**config.mk**
```make
export PLATFORM = sky130hd
export DESIGN_NAME = sdram_arbiter
export DESIGN_NICKNAME = d
export VERILOG_FILES = /design/src/rtl/sdram_pkg.sv /design/src/rtl/sdram_ref_timer.sv /design/src/rtl/sdram_arbiter.sv
export SDC_FILE = /design/constraint.sdc
export NUM_CORES = 1
export LEC_CHECK = 0
export ABC_AREA = 0
export CORE_ASPECT_RATIO = 0.5
export CORE_MARGIN = 1
export CORE_UTILIZATION = 33
export CTS_CLUSTER_SIZE = 16
export DETAILED_ROUTE_END_ITERATION = 7
export PLACE_DENSITY = 0.77
export SLEW_MARGIN = 40
export SYNTH_ARGS = -nofsm -noshare
export SYNTH_HDL_FRONTEND = slang
export SYNTH_SLANG_ARGS = --single-unit
```
**constraint.sdc**
```tcl
create_clock -name S_CLK -period 1.55 [get_ports S_CLK]
set_input_delay 0.2325 -clock S_CLK [delete_from_list [all_inputs] [get_ports S_CLK]]
set_output_delay 0.2325 -clock S_CLK [all_outputs]
set_load 0.02 [all_outputs]
```
**src/rtl/sdram_pkg.sv**
```systemverilog
// rtl/sdram_pkg.sv - shared SDRAM command encodings, NOP address and arbiter state encoding
package sdram_pkg;

    // {CKE, CS_n, RAS_n, CAS_n, WE_n}
    localparam logic [4:0] CMD_NOP   = 5'b10111;
    localparam logic [4:0] CMD_PREC  = 5'b10010;
    localparam logic [4:0] CMD_ACT   = 5'b10011;
    localparam logic [4:0] CMD_READ  = 5'b10101;
    localparam logic [4:0] CMD_WRITE = 5'b10100;
    localparam logic [4:0] CMD_AREF  = 5'b10001;

    // A10 high on idle cycles keeps any stray precharge an all-bank one
    localparam logic [11:0] NOP_ADDR = 12'h400;

    typedef enum logic [2:0] {
        ST_INIT  = 3'd0,
        ST_ARBIT = 3'd1,
        ST_AREF  = 3'd2,
        ST_WRITE = 3'd3,
        ST_READ  = 3'd4
    } state_t;

endpackage

```
**src/rtl/sdram_ref_timer.sv**
```systemverilog
// rtl/sdram_ref_timer.sv - refresh interval counter with pending and sticky overrun flags
module sdram_ref_timer #(
    parameter int REF_PERIOD = 1500,
    parameter int REF_W      = 11
) (
    input  logic clk,
    input  logic rst,
    input  logic run,
    input  logic aref_end,
    output logic ref_pend,
    output logic ref_overrun
);

    localparam logic [REF_W-1:0] LAST = REF_W'(REF_PERIOD - 1);

    logic [REF_W-1:0] cnt_q;
    logic             pend_q;
    logic             overrun_q;
    logic             wrap;

    assign wrap        = run && (cnt_q == LAST);
    assign ref_pend    = pend_q;
    assign ref_overrun = overrun_q;

    // Interval counter; a wrap raises the pending flag and outranks a same-cycle completion
    always_ff @(posedge clk or posedge rst) begin
        if (rst) begin
            cnt_q     <= '0;
            pend_q    <= 1'b0;
            overrun_q <= 1'b0;
        end else begin
            if (run) begin
                cnt_q <= wrap ? '0 : cnt_q + 1'b1;
            end
            if (wrap) begin
                pend_q <= 1'b1;
            end else if (aref_end) begin
                pend_q <= 1'b0;
            end
            if (wrap && pend_q) begin
                overrun_q <= 1'b1;
            end
        end
    end

endmodule

```
**src/rtl/sdram_arbiter.sv**
```systemverilog
// rtl/sdram_arbiter.sv - grants the SDRAM command bus to init, refresh, write or read sequencer
module sdram_arbiter
    import sdram_pkg::*;
#(
    parameter int REF_PERIOD = 1500,
    parameter int REF_W      = 11
) (
    input  logic        S_CLK,
    input  logic        RST,
    input  logic        init_done,
    input  logic [4:0]  init_cmd,
    input  logic [11:0] init_addr,
    output logic        aref_en,
    input  logic        aref_end,
    input  logic [4:0]  aref_cmd,
    input  logic [11:0] aref_addr,
    output logic        aref_req,
    input  logic        wr_req,
    output logic        write_en,
    input  logic        write_end,
    input  logic [4:0]  write_cmd,
    input  logic [11:0] write_addr,
    input  logic        rd_req,
    output logic        read_en,
    input  logic        read_end,
    input  logic [4:0]  read_cmd,
    input  logic [11:0] read_addr,
    output logic [4:0]  sdram_cmd,
    output logic [11:0] sdram_addr,
    output logic        ref_overrun
);

    state_t state_q;
    logic   last_grant_q;    // 0: write was granted last, 1: read was granted last
    logic   ref_pend;
    logic   ref_run;
    logic   aref_end_ok;

    // The counter starts in the same cycle init_done is seen, before ARBIT is entered
    assign ref_run     = (state_q != ST_INIT) || init_done;
    // Only a completion from the active refresh sequence may clear the pending flag
    assign aref_end_ok = aref_end && (state_q == ST_AREF);

    sdram_ref_timer #(
        .REF_PERIOD (REF_PERIOD),
        .REF_W      (REF_W)
    ) u_timer (
        .clk         (S_CLK),
        .rst         (RST),
        .run         (ref_run),
        .aref_end    (aref_end_ok),
        .ref_pend    (ref_pend),
        .ref_overrun (ref_overrun)
    );

    // Arbitration FSM: init first, then refresh, then round-robin between write and read
    always_ff @(posedge S_CLK or posedge RST) begin
        if (RST) begin
            state_q      <= ST_INIT;
            last_grant_q <= 1'b1;
        end else begin
            case (state_q)
                ST_INIT: begin
                    if (init_done) begin
                        state_q <= ST_ARBIT;
                    end
                end
                ST_ARBIT: begin
                    if (ref_pend) begin
                        state_q <= ST_AREF;
                    end else if (wr_req && rd_req) begin
                        state_q      <= last_grant_q ? ST_WRITE : ST_READ;
                        last_grant_q <= ~last_grant_q;
                    end else if (wr_req) begin
                        state_q      <= ST_WRITE;
                        last_grant_q <= 1'b0;
                    end else if (rd_req) begin
                        state_q      <= ST_READ;
                        last_grant_q <= 1'b1;
                    end
                end
                ST_AREF: begin
                    if (aref_end) begin
                        state_q <= ST_ARBIT;
                    end
                end
                ST_WRITE: begin
                    if (write_end) begin
                        state_q <= ST_ARBIT;
                    end
                end
                ST_READ: begin
                    if (read_end) begin
                        state_q <= ST_ARBIT;
                    end
                end
                default: begin
                    state_q <= ST_INIT;
                end
            endcase
        end
    end

    // Grants decode from the state; a pending refresh pulls the data grant so the burst winds down
    assign aref_req = ref_pend;
    assign aref_en  = (state_q == ST_AREF);
    assign write_en = (state_q == ST_WRITE) && wr_req && !ref_pend;
    assign read_en  = (state_q == ST_READ) && rd_req && !ref_pend;

    // Device bus follows whichever sequencer owns the state; ARBIT drives NOP
    always_comb begin
        sdram_cmd  = CMD_NOP;
        sdram_addr = NOP_ADDR;
        case (state_q)
            ST_INIT: begin
                sdram_cmd  = init_cmd;
                sdram_addr = init_addr;
            end
            ST_AREF: begin
                sdram_cmd  = aref_cmd;
                sdram_addr = aref_addr;
            end
            ST_WRITE: begin
                sdram_cmd  = write_cmd;
                sdram_addr = write_addr;
            end
            ST_READ: begin
                sdram_cmd  = read_cmd;
                sdram_addr = read_addr;
            end
            default: begin
                sdram_cmd  = CMD_NOP;
                sdram_addr = NOP_ADDR;
            end
        endcase
    end

endmodule

```
# --- Word-level counts from Yosys, hierarchy flattened ---
# Index checks and enable logic that the tools add are counted.
totals:
  in_bits: 76
  output_inout_bits: 22
  reg_bits: 17
  wordCells: 52
op_classes:
  n_reduce_logical: 16
  add_sub_neg: 1
  bitwise: 2
  n_eq_ne: 10
  mux: 18
op_table:
  columns: ["cell", "n"]
  rows:
  - ["$pmux W12 S4", 1]
  - ["$mux W3", 9]
  - ["$pmux W5 S4", 1]
  - ["$pmux W3 S5", 1]
  - ["$add A11 B1 Y11 const B", 1]
  - ["$eq A11 B11 Y1 const B", 1]
  - ["$mux W11", 1]
  - ["$logic_and A1 B1 Y1", 8]
  - ["$eq A3 B2 Y1 const B", 2]
  - ["$ne A2 B2 Y1 const B", 3]
  - ["$reduce_bool A3 Y1", 2]
  - ["$mux W1", 5]
  - ["$ne A5 B4 Y1 const B", 1]
  - ["$reduce_and A5 Y1", 1]
  - ["$eq A3 B1 Y1 const B", 1]
  - ["$eq A3 B3 Y1 const B", 1]
  - ["$logic_not A3 Y1", 1]
  - ["$reduce_and A3 Y1", 1]
  - ["$ne A2 B1 Y1 const B", 1]
  - ["$not A1 Y1", 2]
  - ["$reduce_bool A2 Y1", 1]
  - ["$logic_not A1 Y1", 1]
  - ["$logic_or A1 B1 Y1", 1]

# --- Depth between registers and ports, before layout ---
# Gate-level depths: netlist (run 1).
depth:
  ltp_word: 5
  ltp_mapped: 6

# --- By module ---
# Synthesis (run 1) repeated with hierarchy kept, for this count alone.
hier_totals:
  cells_unflattened: 188
  hier_area_um2: 1482.7
modules_own_cells:
  columns: ["module", "n_inst", "area_per_inst_um2", "cells_each", "seq_area_each_um2"]
  rows:
  - ["sdram_arbiter", 1, 827.0, 125, 101.3]
  - ["sdram_ref_timer", 1, 655.6, 63, 325.3]

# --- Worst setup path after synthesis (run 1) ---
# OpenSTA, ideal clock, no wires.
synth_path:
  kind: "register to output"
  start: "reg state_q[2]"
  end: "out write_en"
  t_arrival_ns: 1.561
  path_stages_with_launch: 4
  required_time_ns: 1.317
  setup_slack_ns: -0.244
  cell_sequence: "dfrtp_1 buf_4 clkbuf_1 nor4b_1"
synth_between:
  elab_chain_len: 3
synth_lines:
  columns: ["element", "line_no", "text"]
  rows:
  - ["from (decl)", "sdram_arbiter.sv:33", "state_t state_q;"]
  - ["from (signal assigned)", "sdram_arbiter.sv:72", "state_q <= last_grant_q ? ST_WRITE : ST_READ;"]
  - ["$eq A3 B2 Y1", "sdram_arbiter.sv:107", "assign write_en = (state_q == ST_WRITE) && wr_req && !ref_pend;"]
  - ["$logic_and A1 B1 Y1 (2 in a row)", "sdram_arbiter.sv:107", null]
  - ["to (decl)", "sdram_arbiter.sv:19", "output logic write_en,"]
# Every way passes these cells.

# --- Worst setup path after layout (run 1) ---
layout_path:
  start: "reg state_q[1]"
  end: "out sdram_addr[0]"
layout_between:
  elab_chain_len: 2
layout_lines:
  columns: ["element", "line_no", "text"]
  rows:
  - ["$eq A3 B3 Y1, or another cell as far along", "sdram_arbiter.sv:114", "case (state_q)"]
  - ["$pmux W12 S4 (*)", "sdram_arbiter.sv:114", null]
  - ["to (decl)", "sdram_arbiter.sv:29", "output logic [11:0] sdram_addr,"]
# Mark *: on every way between the ends. The rest lies on a longest branch, timed or not.

==> results of run 1 <==
## stage by stage
step	power, mW	std cells
finish	5.234	376
global route	5.483	376
CTS	4.897	372
detailed placement	3.874	358
global placement	3.782	358
floorplan	2.499	183
## flip-flops by register name, indices dropped and copies added, names as in the netlist
signal	flops
last_grant_q	1
state_q	3
u_timer.cnt_q	11
u_timer.ref_overrun	1
u_timer.ref_pend	1
## layer usage
layer	vias to the layer above	wire length, um	track usage [%]
li1	943	-	-
met1	1002	2711	28.55
met2	74	3411	47.75
met3	8	278	3.688
met4	0	65	3.788
met5	-	0	0
## worst max-delay path, stage by stage (launching register included)
cell and delay (ps):
dfrtp_2 490, buf_12 160, mux2i_1 230, nor2_1 100, a21oi_2 150, o21ai_2 90
buf_6 130
## cell type report
type / instances / area, um^2 / area share [%]
Clock inverter: 1 / 5.005 / 0.1533
Sequential cell: 17 / 430.4 / 13.18
Inverter: 5 / 18.77 / 0.5747
Tap cell: 54 / 67.56 / 2.069
Timing Repair Buffer: 145 / 1456 / 44.60
Clock buffer: 3 / 41.29 / 1.264
Multi-Input combinational cell: 151 / 1246 / 38.16
## kinds of logic (layout without fill, tap and decap cells)
kind of cell | after synthesis | in the layout | share of synthesized area, %
AO/OA/AOI/OAI | 49 | 49 | 21.74
XOR/XNOR | 6 | 6 | 3.471
adder cells (fa/ha/maj) | 1 | 1 | 0.8263
buffers and inverters | 16 | 154 | 5.950
flip-flops | 17 | 17 | 28.18
multiplexers | 25 | 25 | 16.86
AND/OR/NAND/NOR | 69 | 70 | 22.98
## cell usage after synthesis (2+ instances only)
master,n
nor4_2,2
a22oi_1,5
nand2b_1,4
buf_6,2
nor2_1,21
mux2i_1,24
buf_4,2
inv_1,5
a21o_1,2
nand3_1,5
clkbuf_1,3
nand2_1,21
nor2b_1,3
nor3_1,4
xnor2_1,2
xor2_1,4
a21oi_1,17
o21ai_0,15
dfrtp_1,16
or4_1,2
buf_2,3
## final timing paths
path                                      from                   to  cells after the start
max reg2reg                         state_q[1]     u_timer.cnt_q[6]                      6
max in group asynchronous                  RST           state_q[0]                      3
min reg2reg                u_timer.ref_overrun  u_timer.ref_overrun                      1
max                                 state_q[1]        sdram_addr[0]                      6
min                                        RST  u_timer.ref_overrun                      2
min in group S_CLK         u_timer.ref_overrun  u_timer.ref_overrun                      1
## power breakdown
group | switching (mW) | internal, mW
sequential | 0.192 | 0.599
clock | 0.172 | 0.179
combinational | 1.95 | 2.15
## what timing repair did
item,in CTS,in global routing
pin swaps,21,22
endpoints found under the setup margin,36,36
cloned,4,0
endpoints found under the hold margin,0,0
setup buffers,6,6
hold buffers,0,0
resized for setup,156,20
==> qor.txt, run 1 <==
Die H = 49.90 um
Hold WC Path Type = in -> async
Post-synth EDFFs = 0
Syn_nets = 260
Leak Pwr = 1.366 nW
Max-slew violations = 0
Post-Syn Area per Cell = 8.273 um^2
Flops & latches, synth = 17
Setup TNS Final = -6340 ps
CTS tree = built
Maximum root-to-sink buffer count = 2
Vias in the first global route = 1999
RSZ-0062 raised after global routing = true
R2R Setup Slk = -290 ps
Root buffer cell = clkbuf_8
Number of vias per cell = 5.391
Commonest non-fill, non-tap cell in the layout = clkdlybuf4s50_1
Hold slack = 218.2 ps
Via count = 2027
WL/cell = 17.20 um
Clk_lat worst skew = 260 ps
H-tree level count = 1
Largest net degree at the start of global routing = 13
Peak Freq = 541.1 MHz
Layout net count = 400
Io pins = 98
Setup ws final = -298.1 ps
Worst setup SP type = register
Power Dens Cells = 1603 mW/mm^2
Worst Path Arrival = 1620 ps
Worst IR Drop VDD = 0.8545 mV
Commonest cells after routing, fill and taps aside = clkdlybuf4s50_1 (76), buf_4 (37), mux2i_1 (23)
Status = finished with violations
Cell area after placement = 0.002820 mm^2
Clk sinks = 17
Failing checks = negative setup slack
Area grow syn2layout = 115.7%
GR Overflow Total = 0
ANT nets after route = 0
Required time worst endpoint = 1320 ps
Post-route cell area = 0.003266 mm^2
Final count of negative-setup-slack endpoints = 34
WL final = 6.466 mm
Core Util, Final = 78.80%
Initial drt markers = 120
Clock Skews = 2.540 ps
Crit-path max FO = 8
Register area share after synthesis = 28.18%
Dominant synthesized flop cell = dfrtp_1
Pre-CTS setup slack = -406.6 ps
Initial Utilization = 36.53%
Clk pin slew, worst setup/hold paths = 70 ps
Slew at the pin closest to its max-slew limit = 389.2 ps
Clock period minus worst slack = 1848 ps
Syn Inst Count = 183
CP Class = reg -> out
Yosys warnings = 0
Slew HR = 73.84%
Synth cell types = 42
Fin. Hold Viols = 0
GRT Total Usage = 24.27%
Cell accounting for the most synthesized area = dfrtp_1
CTS buffer count = 3
Die W = 97.79 um
DRT Pass-1 Iters = 4
Die area = 0.004879 mm^2
Row count = 16
Fraction of layout cells with a size suffix above 1 = 40.99%
Core area = 0.004144 mm^2
Initial antenna violation count = 0
DRC errors left = 0
Post-synth ARST share = 100.0%
ANT cells = 0
Max-cap violation count = 0
Nature of the critical path endpoint = primary output
Most area-consuming cells after synthesis = dfrtp_1 (26%), mux2i_1 (16%), a21oi_1 (5.6%), nand2_1 (5.2%), nor2_1 (5.2%)
Fillers = 249
Number of I/O port buffers = 97
Mapped Area = 0.001514 mm^2
Synth top area share = 26.45%
First-pass GRT wire length = 9.321 mm
GP Congestion = 0.7971
Ratio of final minimum period to clock period = 119.2%
DP Wirelength = 4.373 mm
No activity file was read; power rests on OpenSTA's default activity.
==> run 2: changes to the inputs <==
Settings changed: GPL_ROUTABILITY_DRIVEN from default to 0, PLACE_DENSITY 0.77 to 0.78, SYNTH_HIERARCHICAL from default to 1.
==> qor.txt, run 2 <==
WL final = 5.727 mm
Most common library cells after synthesis = nor2_1 (27), nand2_1 (21), mux2i_1 (19), a21oi_1 (18), dfrtp_1 (16)
Number of I/O port buffers = 97
Registers with the most flip-flops = u_timer/cnt_q: 11 flops, state_q: 3 flops
Row count = 16
Clock period minus worst slack = 1828 ps
Slew at the pin closest to its max-slew limit = 474.4 ps
Worst IR Drop VDD = 0.7089 mV
Worst Path Arrival = 1600 ps
Largest net degree at the start of global routing = 14
Largest reg by FF count = u_timer/cnt_q
Flops & latches, synth = 17
Commonest non-fill, non-tap cell in the layout = clkdlybuf4s50_1
Initial drt markers = 80
Vias in the first global route = 1883
Max-slew violations = 0
Failing checks = negative setup slack
GR Overflow Total = 0
CTS buffer count = 3
Slew HR = 68.34%
Worst setup SP type = register
DP Wirelength = 4.288 mm
R2R cell count = 8
Io pins = 98
Area grow syn2layout = 102.1%
Leak Pwr = 1.279 nW
Required time worst endpoint = 1320 ps
Root buffer cell = clkbuf_8
WL/cell = 15.31 um
Via count = 1886
Status = finished with violations
Largest family of logic cells by synthesized area = simple AND/OR/NAND/NOR gates
Final count of negative-setup-slack endpoints = 35
Worst path cell trace = buf_4 -> buf_6 -> buf_6 -> nand2b_2 -> nor4_2 -> buf_4
Placed cell count = 362
Most area-consuming cells after synthesis = dfrtp_1 (27%), mux2i_1 (13%), nor2_1 (6.8%), a21oi_1 (6.1%), nand2_1 (5.3%)
Synth cell types = 44
CP Class = reg -> out
Yosys warnings = 6
ANT cells = 0
Hold WC Path Type = in -> async
Die area = 0.004781 mm^2
Max reg flops = 11
Power Dens Cells = 1573 mW/mm^2
Clk_lat worst skew = 260 ps
Die H = 49.40 um
Nature of the critical path endpoint = primary output
Cell accounting for the most synthesized area = dfrtp_1
Syn_nets = 265
Core area = 0.004104 mm^2
Post-synthesis mux area share = 13.84%
Fillers = 312
Synth top area share = 27.00%
Dominant synthesized flop cell = dfrtp_1
Register area share after synthesis = 28.78%
Commonest cells after routing, fill and taps aside = clkdlybuf4s50_1 (76), buf_4 (39), nand2_1 (19), nor2_1 (19), mux2i_1 (16)
Most common cell in the netlist = nor2_1
Mapped Area = 0.001483 mm^2
Crit-path max FO = 6
Syn Inst Count = 188
Post-Syn Area per Cell = 7.887 um^2
Clock Skews = 4.087 ps
Fraction of layout cells with a size suffix above 1 = 32.81%
Hold slack = 189.6 ps
Max-cap violation count = 0
Post-synth EDFFs = 0
Post-Synth Adder-Cell Area = 0.8439%
Initial Utilization = 36.13%
CTS tree = built
DRC errors left = 0
RSZ-0062 raised after global routing = true
Synth Area in XOR/XNOR = 3.544%
Complex-gate fraction of the synthesized area = 21.01%
First-pass GRT wire length = 8.990 mm
Die W = 96.80 um
Fin. Hold Viols = 0
Setup ws final = -278.2 ps
Clk sinks = 17
Layout net count = 398
DRT Pass-1 Iters = 4
ANT nets after route = 0
Ratio of final minimum period to clock period = 117.9%
Initial antenna violation count = 0
Fraction of the mapped netlist area in simple logic gates = 26.16%
Non-Filler Instances = 374
CP max stage delay = 460 ps
H-tree level count = 1
Number of vias per cell = 5.043
Post-synth ARST share = 100.0%
R2R Setup Slk = -230 ps
Maximum root-to-sink buffer count = 2
GRT Total Usage = 23.55%
Peak Freq = 547.0 MHz
Clk pin slew, worst setup/hold paths = 70 ps
Crit-path slowest cell = dfrtp_2
[run 2: logic make-up (layout without fill, tap and decap cells)]
group | count (synthesis) | in the layout
AND/OR/NAND/NOR | 78 | 78
AO/OA/AOI/OAI | 50 | 50
multiplexers | 20 | 20
flip-flops | 17 | 17
buffers and inverters | 16 | 148
XOR/XNOR | 6 | 6
adder cells (fa/ha/maj) | 1 | 1
[run 2: area by class of cell]
| cell class | instances | area (um^2) | share of cell area, % |
|---|---|---|---|
| inverters | 8 | 30.03 | 1.002 |
| well taps | 54 | 67.56 | 2.255 |
| repair buffers | 136 | 1281 | 42.76 |
| clock inverters | 1 | 7.507 | 0.2505 |
| multi-input cells | 155 | 1139 | 38.00 |
| clock buffers | 3 | 41.29 | 1.378 |
| flip-flops and latches | 17 | 430.4 | 14.36 |
[run 2: path summary, 6_finish.rpt]
check | start | to
setup / recovery | state_q[1] | write_en
hold / removal | RST | state_q[1]
setup reg to reg | state_q[1] | state_q[0]
hold reg to reg | u_timer/ref_overrun | u_timer/ref_overrun
max in group asynchronous | RST | u_timer/ref_pend
min in group S_CLK | u_timer/ref_overrun | u_timer/ref_overrun
[run 2: through the flow]
step	total power [mW]	setup TNS (ps)	utilization [%]	instance area [um^2]	worst slack [ps]
final	4.714	-5618	73.02	2997	-278.2
after global routing	5.014	-8310	73.02	2997	-361.9
after CTS	4.493	-5755	70.79	2905	-248.0
after detailed placement	3.820	-8046	66.59	2733	-398.1
after global placement	3.737	-7252	66.59	2733	-377.5
after floorplan	2.537	-186.2	-	1518	-156.2
[run 2: layer usage]
metal / vias up / GRT usage (%) / part of all wire (%)
met4: 0 / 9.950 / 2.9
met2: 58 / 44.13 / 51
met1: 881 / 26.79 / 41
met3: 17 / 4.011 / 4.4
met5: - / 0 / 0
li1: 930 / - / -
[run 2: critical path, delay by kind of cell, from the launching register on]
family / cells / cell delay, ps
flip-flops: 1 / 460
buffers and inverters: 4 / 570
AND/OR/NAND/NOR: 2 / 300
[run 2: repair_timing]
action                                 4_1_cts  5_1_grt
pin swaps                                   16       12
setup endpoints to repair                   35       36
hold buffers                                 0        0
endpoints found under the hold margin        0        0
gates resized for setup                    128       24
gates cloned                                 1        0
setup buffers                                7        2
[run 2: power breakdown]
group	leakage, nW	switching [mW]	internal [mW]
Sequential	0.208	0.160	0.602
Combinational	1.05	1.76	1.84
Clock	0.0217	0.166	0.181
Total	1.28	2.09	2.62
